$ cat src/rtl/btn_led_ctrl.sv
// -----------------------------------------------------------------------------
// btn_led_ctrl
//
// Button-to-LED controller. Each raw push-button input is passed through a
// 2-flop synchroniser, debounced with a per-channel stability counter and
// edge-detected. Each channel drives two LEDs: a level LED that follows the
// debounced button, and a toggle LED that flips on every accepted press.
//
// Optional feature (macro BTN_LED_BLINK_EN):
//   When defined, a free-running blink counter gates the toggle LEDs with a
//   phase bit that inverts every BLINK_DIV clocks. When undefined, the counter
//   and phase do not exist and the toggle LEDs are steady.
//
// Parameters:
//   N_BTN           number of button channels (LED count is 2*N_BTN)
//   DEBOUNCE_CYCLES consecutive stable cycles needed to accept a change (>=1)
//   BLINK_DIV       blink half-period in clocks (>=2), blink build only
//
// Ports:
//   clk        in   1        system clock, rising edge
//   rstn       in   1        synchronous active-low reset
//   btn        in   N_BTN    raw asynchronous button levels, 1 = pressed
//   led        out  2*N_BTN  [i] debounced level, [N_BTN+i] toggle LED
//   btn_press  out  N_BTN    one-cycle pulse per accepted 0->1 transition
// -----------------------------------------------------------------------------
module btn_led_ctrl #(
  parameter int N_BTN           = 3,
  parameter int DEBOUNCE_CYCLES = 12000,
  parameter int BLINK_DIV       = 3000000
) (
  input  logic                 clk,
  input  logic                 rstn,
  input  logic [N_BTN-1:0]     btn,
  output logic [2*N_BTN-1:0]   led,
  output logic [N_BTN-1:0]     btn_press
);

  localparam int            CW       = $clog2(DEBOUNCE_CYCLES + 1);
  localparam logic [CW-1:0] CNT_LAST = CW'(DEBOUNCE_CYCLES - 1);

  // Elaboration-time guard on the parameter ranges.
  if (DEBOUNCE_CYCLES < 1 || BLINK_DIV < 2) begin : g_param_check
    $error("btn_led_ctrl: DEBOUNCE_CYCLES must be >= 1 and BLINK_DIV >= 2");
  end

  logic [N_BTN-1:0]   r_sync1;
  logic [N_BTN-1:0]   r_sync2;
  logic [N_BTN-1:0]   r_stable;
  logic [N_BTN-1:0]   r_toggle;
  logic [CW-1:0]      r_cnt [N_BTN];
  logic [2*N_BTN-1:0] r_led;
  logic [N_BTN-1:0]   r_press;

  logic [N_BTN-1:0]   w_accept;
  logic [N_BTN-1:0]   w_rise;
  logic [N_BTN-1:0]   w_stable_nxt;
  logic [N_BTN-1:0]   w_toggle_nxt;
  logic [CW-1:0]      w_cnt_nxt [N_BTN];
  logic [N_BTN-1:0]   w_tog_led;

  // Debounce: a channel's counter only runs while the synchronised level
  // disagrees with the accepted level. Reaching DEBOUNCE_CYCLES-1 on a
  // mismatch accepts the new level; any agreement before that throws the
  // partial count away, so the counter can never wrap.
  always_comb begin
    w_accept     = '0;
    w_rise       = '0;
    w_stable_nxt = r_stable;
    w_toggle_nxt = r_toggle;
    for (int i = 0; i < N_BTN; i++) begin
      w_cnt_nxt[i] = '0;
      if (r_sync2[i] != r_stable[i]) begin
        if (r_cnt[i] == CNT_LAST) begin
          w_accept[i]     = 1'b1;
          w_stable_nxt[i] = r_sync2[i];
          w_rise[i]       = r_sync2[i];
        end else begin
          w_cnt_nxt[i] = r_cnt[i] + CW'(1);
        end
      end
    end
    w_toggle_nxt = r_toggle ^ w_rise;
  end

`ifdef BTN_LED_BLINK_EN
  localparam int            BW         = $clog2(BLINK_DIV);
  localparam logic [BW-1:0] BLINK_LAST = BW'(BLINK_DIV - 1);

  logic [BW-1:0] r_blink_cnt;
  logic          r_phase;
  logic          w_wrap;
  logic          w_phase_nxt;

  always_comb begin
    w_wrap      = (r_blink_cnt == BLINK_LAST);
    w_phase_nxt = r_phase ^ w_wrap;
    // Gate with the next phase so the LED changes on the same edge as phase.
    w_tog_led   = w_toggle_nxt & {N_BTN{w_phase_nxt}};
  end

  always_ff @(posedge clk) begin
    if (!rstn) begin
      r_blink_cnt <= '0;
      r_phase     <= 1'b1;
    end else begin
      r_blink_cnt <= w_wrap ? '0 : r_blink_cnt + BW'(1);
      r_phase     <= w_phase_nxt;
    end
  end
`else
  always_comb begin
    w_tog_led = w_toggle_nxt;
  end
`endif

  // LEDs and the press pulse are loaded from the next-state values so they
  // change on the very edge the debounced level is accepted.
  always_ff @(posedge clk) begin
    if (!rstn) begin
      r_sync1  <= '0;
      r_sync2  <= '0;
      r_stable <= '0;
      r_toggle <= '0;
      r_led    <= '0;
      r_press  <= '0;
      for (int i = 0; i < N_BTN; i++) begin
        r_cnt[i] <= '0;
      end
    end else begin
      r_sync1  <= btn;
      r_sync2  <= r_sync1;
      r_stable <= w_stable_nxt;
      r_toggle <= w_toggle_nxt;
      r_led    <= {w_tog_led, w_stable_nxt};
      r_press  <= w_rise;
      for (int i = 0; i < N_BTN; i++) begin
        r_cnt[i] <= w_cnt_nxt[i];
      end
    end
  end

  assign led       = r_led;
  assign btn_press = r_press;

endmodule

$ cat config.mk
export PLATFORM = sky130hd
export DESIGN_NAME = btn_led_ctrl
export DESIGN_NICKNAME = d
export VERILOG_FILES = /design/src/rtl/btn_led_ctrl.sv
export SDC_FILE = /design/constraint.sdc
export NUM_CORES = 1
export LEC_CHECK = 0
export ABC_CLOCK_PERIOD_IN_PS = 5400
export CAP_MARGIN = 25
export CORE_UTILIZATION = 60
export CTS_CLUSTER_DIAMETER = 40
export DETAILED_ROUTE_END_ITERATION = 7
export PLACE_DENSITY = 0.88
export SYNTH_ARGS = -nofsm -noshare
export SYNTH_HDL_FRONTEND = slang
export SYNTH_SLANG_ARGS = --single-unit
$ cat constraint.sdc
create_clock -name clk -period 5.4 [get_ports clk]
set_input_delay 1.08 -clock clk [delete_from_list [all_inputs] [get_ports clk]]
set_output_delay 1.08 -clock clk [all_outputs]
set_load 0.02 [all_outputs]
# Word level (Yosys, flattened, before mapping)
# Memory sizes are Yosys's and may differ from the RTL's.
# Index checks and enable logic that the tools add are counted.
# totals
reg_bits	21
inputBits	5
ram_bits	42
out_inout_bits	9
memories	1
# classes
eq_ne	6
muxes	23
add_sub_neg	3
bitwise	4
# mem_list
name	words	word_bits	read_ports	rd_clocked_by_memory_dff	write_ports	line	rtl
r_cnt	3	14	3	0	3	50	logic [CW-1:0] r_cnt [N_BTN];
# op_table
cell	count
$mux W14	9
$add A14 B1 Y14 const B	3
$eq A14 B14 Y1 const B	3
$mux W1	14
$ne A1 B1 Y1	3
$or A1 B1 Y1	3
$xor A3 B3 Y3	1

# Logic depth before layout (Yosys ltp)
# logic_depth
word_depth	4
mapped_depth	6
ltp_nobuf	5

# Worst setup path before layout
# OpenSTA, ideal clock, no wires.
# synth_path
path_type	input port to flip-flop
start	in rstn
end	mem r_cnt[0][10] (netlist name)
setup_slack_ps	3515
path_stages	4
required_time_ps	5335
t_arrival_ps	1820
cell_sequence	clkbuf_1 nand3_1 clkbuf_1 nor2_1
# synth_rtl
item	line	rtl
start, declared	32	input logic rstn,
end, declared	50	

==> metrics.txt <==
row cnt=22; Leakage=~0.87 nW; CTS tree=built; hold buffer count at cts=0; remaining global-route overflow=0; critical-path cell list=clkdlybuf4s50_1, nand3_1, a21oi_1; antenna violations before repair=0; Slew Viols, Final=0; most common cell after layout, fill and taps aside=dfxtp_1; VDD IR-drop max=approximately 330 uV; register area share after synthesis=between 40% and 50%; vias per cell=between 5 and 6; crit path time final=between 2000 and 3000 ps; synth unique cells=34; Via Count=1751; detailed router's first-iteration violation count=87; Req. time, crit path=approximately 5700 ps; worst hold slack=about 430 ps; cells after synthesis=~260; Clock transition at path regs=approximately 70 ps; max_cap viols=0; RSZ-0062 raised after global routing=no; Syn Area/Cell=approximately 9.3 um^2; Yosys reg bits=57; Starting Density=roughly 64%; relative slew slack=between 50 and 60%; largest net degree at the start of global routing=22; final total power=0.000869 W; most frequent cells in the layout=57 x dfxtp_1, 45 x nor2_1, 24 x xnor2_1; Worst Path Max Fanout=21; CTS Sinks=between 50 and 60; Routed WL per cell=~12 um; H-tree depth=3; Post-Syn Nets=264; router iterations before antenna repair=4; die height=between 60 and 70 um; Setup TNS Final=0 ps; vias in the first global route=1652; total routed wirelength=3940 um; Peak Freq=between 300 and 400 MHz; final setup fails=0; Remaining DRCs=0; area grow syn2layout=15.8%; Tightest Pin Transition=around 620 ps; fin crit share=between 40% and 50%; cts repair resizes=0; antenna-violating nets left=0; total global-route track usage=between 20 and 25%; Post-CTS Setup Inserts=0; Die Wd=about 65 um; Die ar.=between 4000 and 5000 um^2; Mapped Area=about 2400 um^2; Fin. Hold Viols=0; Nets=roughly 280; Largest stage delay, worst path=around 860 ps; port bufs=13; Root Buffer=clkbuf_8; synth warn=0; number of buffers created by CTS=9; Worst EP arrival=roughly 2800 ps; HPWL after detailed placement=between 2000 and 3000 um; I/O pin cnt=14; first-pass GRT wire length=approximately 6900 um; core area=around 3700 um^2; Worst Setup Start Kind=input pin; outcome=finished, final reports clean; Worst path slowest cell=clkdlybuf4s50_1; clock buffer depth=2; antenna diode instance count=0; share of cells above drive strength 1=under 10%; Setup CP Type=input pin to register; type of element capturing the critical path=register; min-delay worst type=register to register; Final Skew=roughly 9.3 ps; Filler cells=roughly 280; GPL Wtd Cong=around 0.85; Power Density=between 300 and 400 nW/um^2; Skew-Pair Late Insertion Delay=approximately 340 ps
report_power, final:
part | internal, W | switching (W)
clock | 0.000269 | 0.000164
sequential | 0.000423 | 0.00000181
combinational | 0.00000536 | 0.00000588
total | 0.000697 | 0.000172
worst paths after layout:
| kind | endpoint | slack, ps | cells past startpoint | from |
|---|---|---|---|---|
| min | r_sync2[2] | 430 | 1 | r_sync1[2] |
| min reg2reg | r_sync2[2] | 430 | 1 | r_sync1[2] |
| max reg2reg | r_cnt[0][30] | 3450 | 4 | r_cnt[0][36] |
| max | r_cnt[0][13] | 2890 | 3 | rstn |
Yosys cell counts:
library cell | instances | area [um^2]
mux2i_1 | 6 | 60.1
a21oi_1 | 2 | 10.0
nand2_1 | 14 | 52.6
and2_2 | 1 | 7.51
inv_1 | 8 | 30.0
nor3_1 | 8 | 40.0
or4_4 | 1 | 11.3
or4_1 | 2 | 15.0
nand3_1 | 14 | 70.1
and3_1 | 1 | 6.26
and4_1 | 2 | 17.5
dfxtp_1 | 57 | 1140
nor2b_1 | 3 | 18.8
o31ai_1 | 2 | 15.0
or4b_2 | 1 | 10.0
nand4_1 | 11 | 68.8
and4b_1 | 1 | 10.0
nand3_2 | 1 | 10.0
nand4b_1 | 1 | 8.76
and2_1 | 8 | 50.1
xor2_1 | 13 | 114
clkbuf_1 | 5 | 18.8
nor3b_2 | 1 | 12.5
nor4_1 | 9 | 56.3
buf_4 | 2 | 15.0
nand3b_1 | 2 | 15.0
nor4b_1 | 1 | 8.76
nor3b_1 | 1 | 7.51
nand2b_1 | 3 | 18.8
ha_1 | 3 | 37.5
nor4_2 | 1 | 12.5
nor2_1 | 45 | 169
xnor2_1 | 24 | 210
or4b_1 | 2 | 20.0
per-stage QoR:
stage                     cell area, um^2  cells  util, %  setup slack, ps
after detailed placement             2520    310     67.9             2530
final                                2740    325     73.8             2890
after global routing                 2740    325     73.8             2720
after floorplan                      2370    256        -             3520
after CTS                            2740    325     73.8             2920
after global placement               2520    310     67.9             2630
critical path: cells and delay by family:
family	cells	cell delay (ps)
AOI/OAI and AO/OA	1	250
buffers and inverters	1	860
and+or+nand+nor	1	550
cells by family (layout without fill, tap and decap cells):
| group | Yosys count | after routing | synth area share [%] |
|---|---|---|---|
| AND/OR/NAND/NOR | 134 | 134 | 30.3 |
| flip-flops | 57 | 57 | 48.2 |
| XOR/XNOR | 37 | 37 | 13.7 |
| buffers and inverters | 15 | 36 | 2.69 |
| multiplexers | 6 | 6 | 2.54 |
| AO/OA/AOI/OAI | 4 | 4 | 1.06 |
| adder cells (fa/ha/maj) | 3 | 3 | 1.58 |
layer usage:
layer,GRT usage (%),vias up,share of wire [%]
met4,11.9,0,2.9
met3,11.1,12,5.0
li1,-,907,-
met2,34.6,43,46
met1,24.4,789,46
met5,0,-,0
sequential cells by signal, summed over array words and instances, names as in the netlist:
signal	flops
r_stable	2
r_sync1	3
r_toggle	3
r_sync2	3
led	1
btn_press	3
r_cnt	42
area by class of cell:
cell class | count | area, um^2 | area share, %
Multi-Input combinational cell | 184 | 1160 | 42.4
Sequential cell | 57 | 1140 | 41.6
Clock buffer | 10 | 138 | 5.02
Timing Repair Buffer | 13 | 130 | 4.74
Clock inverter | 5 | 80.1 | 2.92
Tap cell | 48 | 60.1 | 2.19
Inverter | 8 | 30.0 | 1.09
(Power assumes the default switching activity.)
